File: src/rtl/vpe_relu_ctrl.sv
// vpe_relu_ctrl: sequencer that streams one vector command from the register file
// through the ReLU stage. It issues grant-gated RF reads, delays each accepted
// read by the RF latency to present a ReLU beat, and counts write-backs for completion.
module vpe_relu_ctrl #(
   parameter int RF_DEPTH = 32,
   parameter int IDX_W    = 5,
   parameter int LEN_W    = 6,
   parameter int RD_LAT   = 1
) (
   input  logic             clk,
   input  logic             rst,
   input  logic             cmd_valid,
   output logic             cmd_ready,
   input  logic [IDX_W-1:0] cmd_src_base,
   input  logic [IDX_W-1:0] cmd_dst_base,
   input  logic [LEN_W-1:0] cmd_len,
   input  logic             cmd_relu,
   input  logic [1:0]       cmd_mux,
   output logic             rf_rd_req,
   output logic [IDX_W-1:0] rf_rd_idx,
   input  logic             rf_rd_gnt,
   output logic             relu_data_v,
   output logic             relu_en,
   output logic [IDX_W-1:0] relu_rf_idx,
   output logic [1:0]       relu_rf_mux,
   input  logic             wb_v,
   output logic             busy,
   output logic             done,
   output logic             err_len
);

   // One extra bit so a full-depth command length is representable in the counters.
   localparam int CNT_W = LEN_W + 1;
   // RF_DEPTH is a power of two, so modulo reduces to a mask on the index sum.
   localparam logic [IDX_W-1:0] IDX_MASK = IDX_W'(RF_DEPTH - 1);

   typedef enum logic [1:0] {S_IDLE, S_ISSUE, S_DRAIN, S_DONE} state_t;

   state_t           state_q, state_d;
   logic [IDX_W-1:0] src_q, src_d;
   logic [IDX_W-1:0] dst_q, dst_d;
   logic [LEN_W-1:0] len_q, len_d;
   logic             relu_q, relu_d;
   logic [1:0]       mux_q, mux_d;
   logic             err_q, err_d;
   logic [CNT_W-1:0] issued_q, issued_d;
   logic [CNT_W-1:0] ret_q, ret_d;

   // Delay line: one slot per cycle of RF read latency, carrying beat valid and destination.
   logic [RD_LAT-1:0] dl_v_q, dl_v_d;
   logic [IDX_W-1:0]  dl_idx_q [RD_LAT];
   logic [IDX_W-1:0]  dl_idx_d [RD_LAT];

   logic             rd_fire;
   logic [CNT_W-1:0] len_ext;
   logic [CNT_W-1:0] ret_inc;
   logic [IDX_W-1:0] rd_idx;
   logic [IDX_W-1:0] wr_idx;

   assign len_ext = {1'b0, len_q};
   assign ret_inc = ret_q + CNT_W'(wb_v);
   assign rd_idx  = (src_q + issued_q[IDX_W-1:0]) & IDX_MASK;
   assign wr_idx  = (dst_q + issued_q[IDX_W-1:0]) & IDX_MASK;
   assign rd_fire = (state_q == S_ISSUE) && rf_rd_gnt;

   // Delay-line shift: stage 0 takes the read accepted this cycle, later stages follow.
   assign dl_v_d[0]   = rd_fire;
   assign dl_idx_d[0] = wr_idx;
   for (genvar gi = 1; gi < RD_LAT; gi++) begin : g_dly
      assign dl_v_d[gi]   = dl_v_q[gi-1];
      assign dl_idx_d[gi] = dl_idx_q[gi-1];
   end

   // Next-state and command/counter bookkeeping.
   always_comb begin
      state_d  = state_q;
      src_d    = src_q;
      dst_d    = dst_q;
      len_d    = len_q;
      relu_d   = relu_q;
      mux_d    = mux_q;
      err_d    = err_q;
      issued_d = issued_q;
      ret_d    = ret_q;
      case (state_q)
         S_IDLE: begin
            if (cmd_valid) begin
               src_d    = cmd_src_base;
               dst_d    = cmd_dst_base;
               len_d    = cmd_len;
               relu_d   = cmd_relu;
               mux_d    = cmd_mux;
               err_d    = (cmd_len == '0);
               issued_d = '0;
               ret_d    = '0;
               state_d  = (cmd_len == '0) ? S_DONE : S_ISSUE;
            end
         end
         S_ISSUE: begin
            if (wb_v) ret_d = ret_inc;
            if (rf_rd_gnt) begin
               issued_d = issued_q + CNT_W'(1);
               if (issued_q + CNT_W'(1) == len_ext) state_d = S_DRAIN;
            end
         end
         S_DRAIN: begin
            ret_d = ret_inc;
            if (ret_inc == len_ext) state_d = S_DONE;
         end
         S_DONE: begin
            state_d = S_IDLE;
         end
         default: begin
            state_d = S_IDLE;
         end
      endcase
   end

   // State, command and delay-line registers; reset drops any in-flight beats.
   always_ff @(posedge clk) begin
      if (rst) begin
         state_q  <= S_IDLE;
         src_q    <= '0;
         dst_q    <= '0;
         len_q    <= '0;
         relu_q   <= 1'b0;
         mux_q    <= '0;
         err_q    <= 1'b0;
         issued_q <= '0;
         ret_q    <= '0;
         dl_v_q   <= '0;
         for (int i = 0; i < RD_LAT; i++) dl_idx_q[i] <= '0;
      end else begin
         state_q  <= state_d;
         src_q    <= src_d;
         dst_q    <= dst_d;
         len_q    <= len_d;
         relu_q   <= relu_d;
         mux_q    <= mux_d;
         err_q    <= err_d;
         issued_q <= issued_d;
         ret_q    <= ret_d;
         dl_v_q   <= dl_v_d;
         for (int i = 0; i < RD_LAT; i++) dl_idx_q[i] <= dl_idx_d[i];
      end
   end

   assign cmd_ready   = (state_q == S_IDLE);
   assign busy        = (state_q != S_IDLE);
   assign done        = (state_q == S_DONE);
   assign err_len     = (state_q == S_DONE) && err_q;
   assign rf_rd_req   = (state_q == S_ISSUE);
   assign rf_rd_idx   = (state_q == S_ISSUE) ? rd_idx : '0;
   assign relu_data_v = dl_v_q[RD_LAT-1];
   assign relu_rf_idx = dl_idx_q[RD_LAT-1];
   assign relu_en     = busy && relu_q;
   assign relu_rf_mux = busy ? mux_q : 2'b00;

endmodule
File: config.mk
export PLATFORM = sky130hd
export DESIGN_NAME = vpe_relu_ctrl
export DESIGN_NICKNAME = d
export VERILOG_FILES = /design/src/rtl/vpe_relu_ctrl.sv
export SDC_FILE = /design/constraint.sdc
export NUM_CORES = 1
export LEC_CHECK = 0
export CAP_MARGIN = 20
export CORE_ASPECT_RATIO = 0.6
export CORE_UTILIZATION = 50
export CTS_CLUSTER_SIZE = 28
export DETAILED_ROUTE_END_ITERATION = 6
export PLACE_DENSITY = 0.77
export SYNTH_ARGS = -nofsm -noshare
export SYNTH_HDL_FRONTEND = slang
export SYNTH_SLANG_ARGS = --single-unit
File: constraint.sdc
create_clock -name clk -period 2.2 [get_ports clk]
set_input_delay 0.44 -clock clk [delete_from_list [all_inputs] [get_ports clk]]
set_output_delay 0.44 -clock clk [all_outputs]
set_load 0.02 [all_outputs]
==> results of run 1 <==
cell type report:
cell class | count | area (um2) | area share (%)
clock buffers | 7 | 86.3 | 2.61
multi-input cells | 240 | 1590 | 47.9
repair buffers | 74 | 663 | 20.0
inverters | 12 | 45.0 | 1.36
well taps | 63 | 78.8 | 2.38
clock inverters | 1 | 5.00 | 0.151
flip-flops and latches | 42 | 847 | 25.6
cells by family (layout without fill, tap and decap cells):
logic type,count (synthesis),count (layout),synth area share [%]
AOI/OAI and AO/OA,69,69,17.0
xor gates and xnor gates,23,23,8.12
adders and majority gates,17,17,9.18
buffers and inverters,31,94,5.60
DFF,42,42,33.9
muxes,3,3,1.21
and+or+nand+nor,128,128,25.0
registers in the layout, summed over array words and instances, names as in the netlist:
name         cells
dst_q            5
issued_q         7
dl_idx_q         5
state_q          2
ret_q            7
relu_q           1
err_q            1
relu_data_v      1
src_q            5
len_q            6
mux_q            2
power breakdown:
part           switching, mW  internal (mW)  total, mW
Combinational          0.941          0.712       1.65
Clock                  0.258          0.253      0.511
Sequential            0.0923          0.862      0.954
Total                   1.29           1.83       3.12
Yosys cell counts (2+ instances only):
| master | count |
|---|---|
| sky130_fd_sc_hd__a21o_1 | 5 |
| sky130_fd_sc_hd__a21oi_1 | 41 |
| sky130_fd_sc_hd__a31oi_1 | 4 |
| sky130_fd_sc_hd__and2_1 | 7 |
| sky130_fd_sc_hd__and3_1 | 2 |
| sky130_fd_sc_hd__and3_4 | 2 |
| sky130_fd_sc_hd__and4_1 | 2 |
| sky130_fd_sc_hd__buf_2 | 3 |
| sky130_fd_sc_hd__buf_6 | 2 |
| sky130_fd_sc_hd__clkbuf_1 | 11 |
| sky130_fd_sc_hd__clkbuf_2 | 3 |
| sky130_fd_sc_hd__dfxtp_1 | 42 |
| sky130_fd_sc_hd__fa_1 | 2 |
| sky130_fd_sc_hd__ha_1 | 15 |
| sky130_fd_sc_hd__inv_1 | 12 |
| sky130_fd_sc_hd__mux2i_1 | 3 |
| sky130_fd_sc_hd__nand2_1 | 57 |
| sky130_fd_sc_hd__nand3_1 | 6 |
| sky130_fd_sc_hd__nand3b_1 | 2 |
| sky130_fd_sc_hd__nand4_1 | 3 |
| sky130_fd_sc_hd__nor2_1 | 22 |
| sky130_fd_sc_hd__nor2b_1 | 6 |
| sky130_fd_sc_hd__nor3_1 | 7 |
| sky130_fd_sc_hd__nor3b_1 | 3 |
| sky130_fd_sc_hd__o21ai_0 | 9 |
| sky130_fd_sc_hd__or2_2 | 2 |
| sky130_fd_sc_hd__or3_1 | 2 |
| sky130_fd_sc_hd__xnor2_1 | 13 |
| sky130_fd_sc_hd__xor2_1 | 10 |
path summary, 6_finish.rpt:
check | endpoint | cells past startpoint
worst max-delay path | rf_rd_idx[4] | 7
worst min-delay path | relu_q | 2
worst max register to register | state_q[0] | 8
worst min register to register | relu_q | 2
per-layer routing:
metal / vias to the layer above / global-route usage, % / routed length (um) / part of all wire [%]
met2: 86 / 38.4 / 2840 / 42
met1: 1153 / 40.7 / 3220 / 48
met4: 0 / 4.84 / 24 / 0.36
met5: - / 0 / 0 / 0
li1: 1181 / - / - / -
met3: 2 / 9.21 / 645 / 9.6
worst min-delay path, stage by stage, from the launching register on:
cell                      delay (ps)
sky130_fd_sc_hd__dfxtp_1         310
sky130_fd_sc_hd__nand2_1          50
sky130_fd_sc_hd__a21oi_1          50
timing repair:
item / in CTS / in global routing
resized for setup: 35 / 14
buffers inserted: 1 / 5
pin swaps: 7 / 7
endpoints found under the setup margin: 10 / 11
==> impl_results.md, run 1 <==
* Post-DP Area at 3080 um2
* Count of maximum capacitance violations at 0
* # H-tree levels at 2
* Cell types with the largest area share after synthesis: sky130_fd_sc_hd__dfxtp_1 (34%), sky130_fd_sc_hd__nand2_1 (8.6%), sky130_fd_sc_hd__a21oi_1 (8.3%), sky130_fd_sc_hd__ha_1 (7.6%), sky130_fd_sc_hd__xnor2_1 (4.6%)
* Number of enable flip-flop cells after synthesis at 0
* Ratio of final minimum period to clock period at 105%
* Synthesis-to-layout area growth at 33.6%
* GR Util All Layers at 27.4%
* Static Leak at 1.45 nW
* Die area at 5250 um2
* Setup slack of the most critical reg-to-reg path at 80 ps
* Number of detailed-routing iterations run before antenna repair at 4
* Number of warnings reported in the yosys synthesis log at 0
* Total Routed Length at 6730 um
* Vias per std cell at 5.52
* Final cell utilization of the core at between 70% and 80%
* Via count of the first global-routing pass at 2224
* Die extent in x at 92.9 um
* Source of the worst register-to-register timing path: issued_q[0]
* Total vias in the final route at 2422
* Leading area contributor after synthesis: sky130_fd_sc_hd__dfxtp_1
* Post-synthesis instance area at between 2000 and 2500 um2
* Total instance count after detailed placement at 425
* Result of the run: complete, but fails checks
* Post-Syn Nets at between 300 and 400
* Routed Antenna Nets at 0
* Routability cong. at 0.953
* Post-synthesis register bit count at 42
* Synth top area share at 33.9%
* CP max FO at 2
* Violated checks: negative setup slack
* Critical-path top delay cell: sky130_fd_sc_hd__fa_2
* Fin. Hold Viols at 0
* Crit path buf inv count at 1
* First-pass GRT wire length at roughly 11000 um
* CTS Sinks at 42
* Fraction of final layout cells sized beyond drive strength 1 at 18.9%
* Filler-free cell count of the finished design at 439
* HP Class: register to register
* RSZ-0062 raised after global routing: yes
* Most frequent cells in the layout: sky130_fd_sc_hd__nand2_1 (57), sky130_fd_sc_hd__a21oi_1 (39), sky130_fd_sc_hd__dfxtp_1 (37)
* Number of nets at the end of the flow at 416
* Worst setup slack after placement at -395 ps
* Hold-fix buffer count after cts at 0
* Avg Inst Size Synth at 7.92 um2
* Part of the Yosys area used for sequential elements at between 30% and 40%
* Biggest cell delay along the critical path at 360 ps
* Initial drt markers at 185
* Worst clock skew at slightly below 10 ps
* Fraction of synthesis flops using an asynchronous set or reset pin at 0%
* Number of antenna repair diodes at 0
* Final worst hold slack at 454 ps
* Setup total negative slack at -184 ps
* Top Family by Delay on Critical Path: adder cells
* Max-slew violation count at 0
* CTS tree: built
* Initial Utilization at 53.2%
* Average wire per standard cell at 15.3 um
* Finished layout cell area at 3310 um2
* Placement row count at 19
* Crit path cell chain: ha_4, fa_2, a21o_1, a21oi_2, xnor2_1, and2_1, buf_6
* Hold Path Origin: relu_q
* Arrival time at the worst endpoint at 1870 ps
* Count of buffers from port buffering at 42
* Slew margin rel. at 49.2%
* Count of mapped cells out of synthesis at 313
* Final setup margin at -112 ps
* Most common cell after layout, fill and taps aside: sky130_fd_sc_hd__nand2_1
* Number of setup violations in the final report at 2
* Area of the core at roughly 4700 um2
* Critical path required time at around 1800 ps
* Total congestion overflow after global routing at 0
* Slew @ Worst Pin at 754 ps
* Endpoint kind of the worst setup timing path: output pin
* Count of distinct cell types in the synthesized netlist at 44
* Max frequency at 0.433 GHz
* # DRC at 0
* Shortest period the worst path allows at 2310 ps
* Clk Tree Root Cell: sky130_fd_sc_hd__clkbuf_8
* Overall die height at 56.6 um
* Launch point of the worst path: issued_q[0]
* Power Total at roughly 3.1 mW
* I/O pins at 43
* Number of antenna violations at the first check in global routing at 0
* Number of clock buffers inserted by TritonCTS at 5
* Clock edge transition at the registers on the reported setup and hold paths at 80 ps
* Clock network latency to the later pin of the worst-skew pair at 290 ps
* HPWL reported at the end of detailed placement at 4920 um
* Primary flip-flop cell chosen by synthesis mapping: sky130_fd_sc_hd__dfxtp_1
* Pin count of the biggest net entering global routing at 31
* Power per cell area at roughly 940 nW/um2
* WS Path Type: register to output pin
* Bufs on Longest Clock Path at 2
* Worst vdd ir at 709 uV
* Kind of launch point of the worst setup path: register
* Layout filler cell count at about 370
Note: power is estimated with default switching activity, not from simulation.
==> run 2: changes to the inputs <==
Clock period 2.2 ns to 2.6 ns, I/O delays scaled along.
==> run 2 against run 1 <==
The run now ends clean. Clock skew decreased by 1.4 ps. Clock power grew 2%. Combinational power down 25%. Largest cell class unchanged.
==> impl_results.md, run 2 (same netlist as run 1, synthesis figures left out) <==
* Die extent in x at 92.9 um
* Kind of launch point of the worst setup path: register
* Bufs on Longest Clock Path at 2
* CTS tree: built
* Critical-path top delay cell: sky130_fd_sc_hd__fa_2
* HP Class: register to register
* Number of setup violations in the final report at 0
* Shortest period the worst path allows at 2500 ps
* Count of maximum capacitance violations at 0
* Pin count of the biggest net entering global routing at 21
* Crit path cell chain: ha_2, fa_2, a21o_1, a21oi_2, xnor2_1, and2_1, buf_4
* Hold-fix buffer count after cts at 0
* GR Util All Layers at 26.2%
* Crit path buf inv count at 1
* Number of antenna violations at the first check in global routing at 0
* Max-slew violation count at 0
* Result of the run: finished clean
* # DRC at 0
* Number of resized instances in the post-cts repair step at 7
* Area of the core at 4660 um2
* Via count of the first global-routing pass at 2203
* Filler-free cell count of the finished design at 419
* Number of nets at the end of the flow at 396
* CTS Sinks at 42
* Number of antenna repair diodes at 0
* # H-tree levels at 2
* Most frequent cells in the layout: sky130_fd_sc_hd__nand2_1 (57), sky130_fd_sc_hd__dfxtp_1 (42), sky130_fd_sc_hd__a21oi_1 (40)
* Vias per std cell at between 5 and 6
* Most common cell after layout, fill and taps aside: sky130_fd_sc_hd__nand2_1
* Power per cell area at a little over 800 nW/um2
* Number of clock buffers inserted by TritonCTS at 5
* Total congestion overflow after global routing at 0
* Average wire per standard cell at roughly 15 um
* Routed Antenna Nets at 0
* Clock network latency to the later pin of the worst-skew pair at 290 ps
* Clock edge transition at the registers on the reported setup and hold paths at 80 ps
* Synthesis-to-layout area growth at 25.1%
* HPWL reported at the end of detailed placement at 4700 um
* Critical path required time at 2080 ps
* Final cell utilization of the core at roughly two thirds
* Initial drt markers at roughly 190
* Number of detailed-routing iterations run before antenna repair at 5
* Ratio of final minimum period to clock period at 96.3%
* Count of buffers from port buffering at between 40 and 50
* Total Routed Length at about 6300 um
* RSZ-0062 raised after global routing: no
* Worst vdd ir at ~580 uV
* Clk Tree Root Cell: sky130_fd_sc_hd__clkbuf_8
* Top Family by Delay on Critical Path: adder cells
* Max frequency at 0.399 GHz
* Setup fix buffers added after clock tree synthesis at 0
* CP max FO at 2
* Biggest cell delay along the critical path at 350 ps
* Overall die height at between 50 and 60 um
* Fin. Hold Viols at 0
* Placement row count at 19
* I/O pins at 43
* Die area at 5250 um2
* Routability cong. at about 0.86
* First-pass GRT wire length at 10600 um
* Total vias in the final route at 2281
* Regs by FF count: issued_q x7, ret_q x7, len_q x6
* Fraction of final layout cells sized beyond drive strength 1 at under 10%
* Worst clock skew at between 8 and 9 ps
* Total instance count after detailed placement at 411
* Static Leak at 1.34 nW
* Endpoint kind of the worst setup timing path: output pin
* Initial Utilization at between 50% and 60%
* Slew margin rel. at 48.6%
* Slew @ Worst Pin at 769 ps
* WS Path Type: register to output pin
* Arrival time at the worst endpoint at 1980 ps
-- run 2: cell types whose count changed in the layout (fill, tap and decap cells not counted), sizes merged --
cell	delta
dlygate4sd2	-3
clkbuf	-1
clkdlybuf4s50	+6
clkinv	-1
buf	-22
bufinv	+1
-- run 2: worst min-delay path, cell delays in order, from the launching register on --
cell	delay, ps
sky130_fd_sc_hd__dfxtp_1	320
sky130_fd_sc_hd__nand2_1	50
sky130_fd_sc_hd__a21oi_1	50
-- run 2: layout make-up --
cell class	count	area, um2
fillers	430	1560
multi-input cells	240	1510
flip-flops and latches	42	841
repair buffers	54	520
well taps	63	78.8
clock buffers	7	76.3
inverters	12	45.0
clock inverters	1	30.0
-- run 2: layer usage --
metal | GRT usage, % | part of all wire (%) | vias up
li1 | - | - | 1137
met1 | 40.9 | 53 | 1048
met2 | 35.1 | 39 | 89
met3 | 6.10 | 7.2 | 7
met4 | 7.47 | 0.84 | 0
met5 | 0 | 0 | -
-- run 2: power by group --
group	total, mW	internal, mW	switching [mW]	leakage (nW)
Clock	0.519	0.288	0.231	0.0524
Sequential	0.796	0.726	0.0700	0.342
Combinational	1.24	0.499	0.736	0.941
-- run 2: path summary, 6_finish.rpt --
path / start / end / slack (ps) / cells past startpoint
min: mux_q[1] / mux_q[1] / 460 / 2
max reg2reg: state_q[0] / state_q[0] / 300 / 8
max: src_q[0] / rf_rd_idx[4] / 100 / 7
min reg2reg: mux_q[1] / mux_q[1] / 460 / 2
-- run 2: metrics by stage --
stage | TNS [ps] | area (um2) | total power, mW | worst slack (ps) | hold WS (ps)
2_1_floorplan | 0 | 2480 | 1.62 | 435 | 432
3_3_place_gp | -45.5 | 2990 | 2.00 | -45.5 | 437
3_5_place_dp | -115 | 2990 | 2.02 | -115 | 445
4_1_cts | 0 | 3090 | 2.54 | 1.38 | 457
5_1_grt | 0 | 3100 | 2.70 | 32.9 | 476
6_report | 0 | 3100 | 2.55 | 96.4 | 460
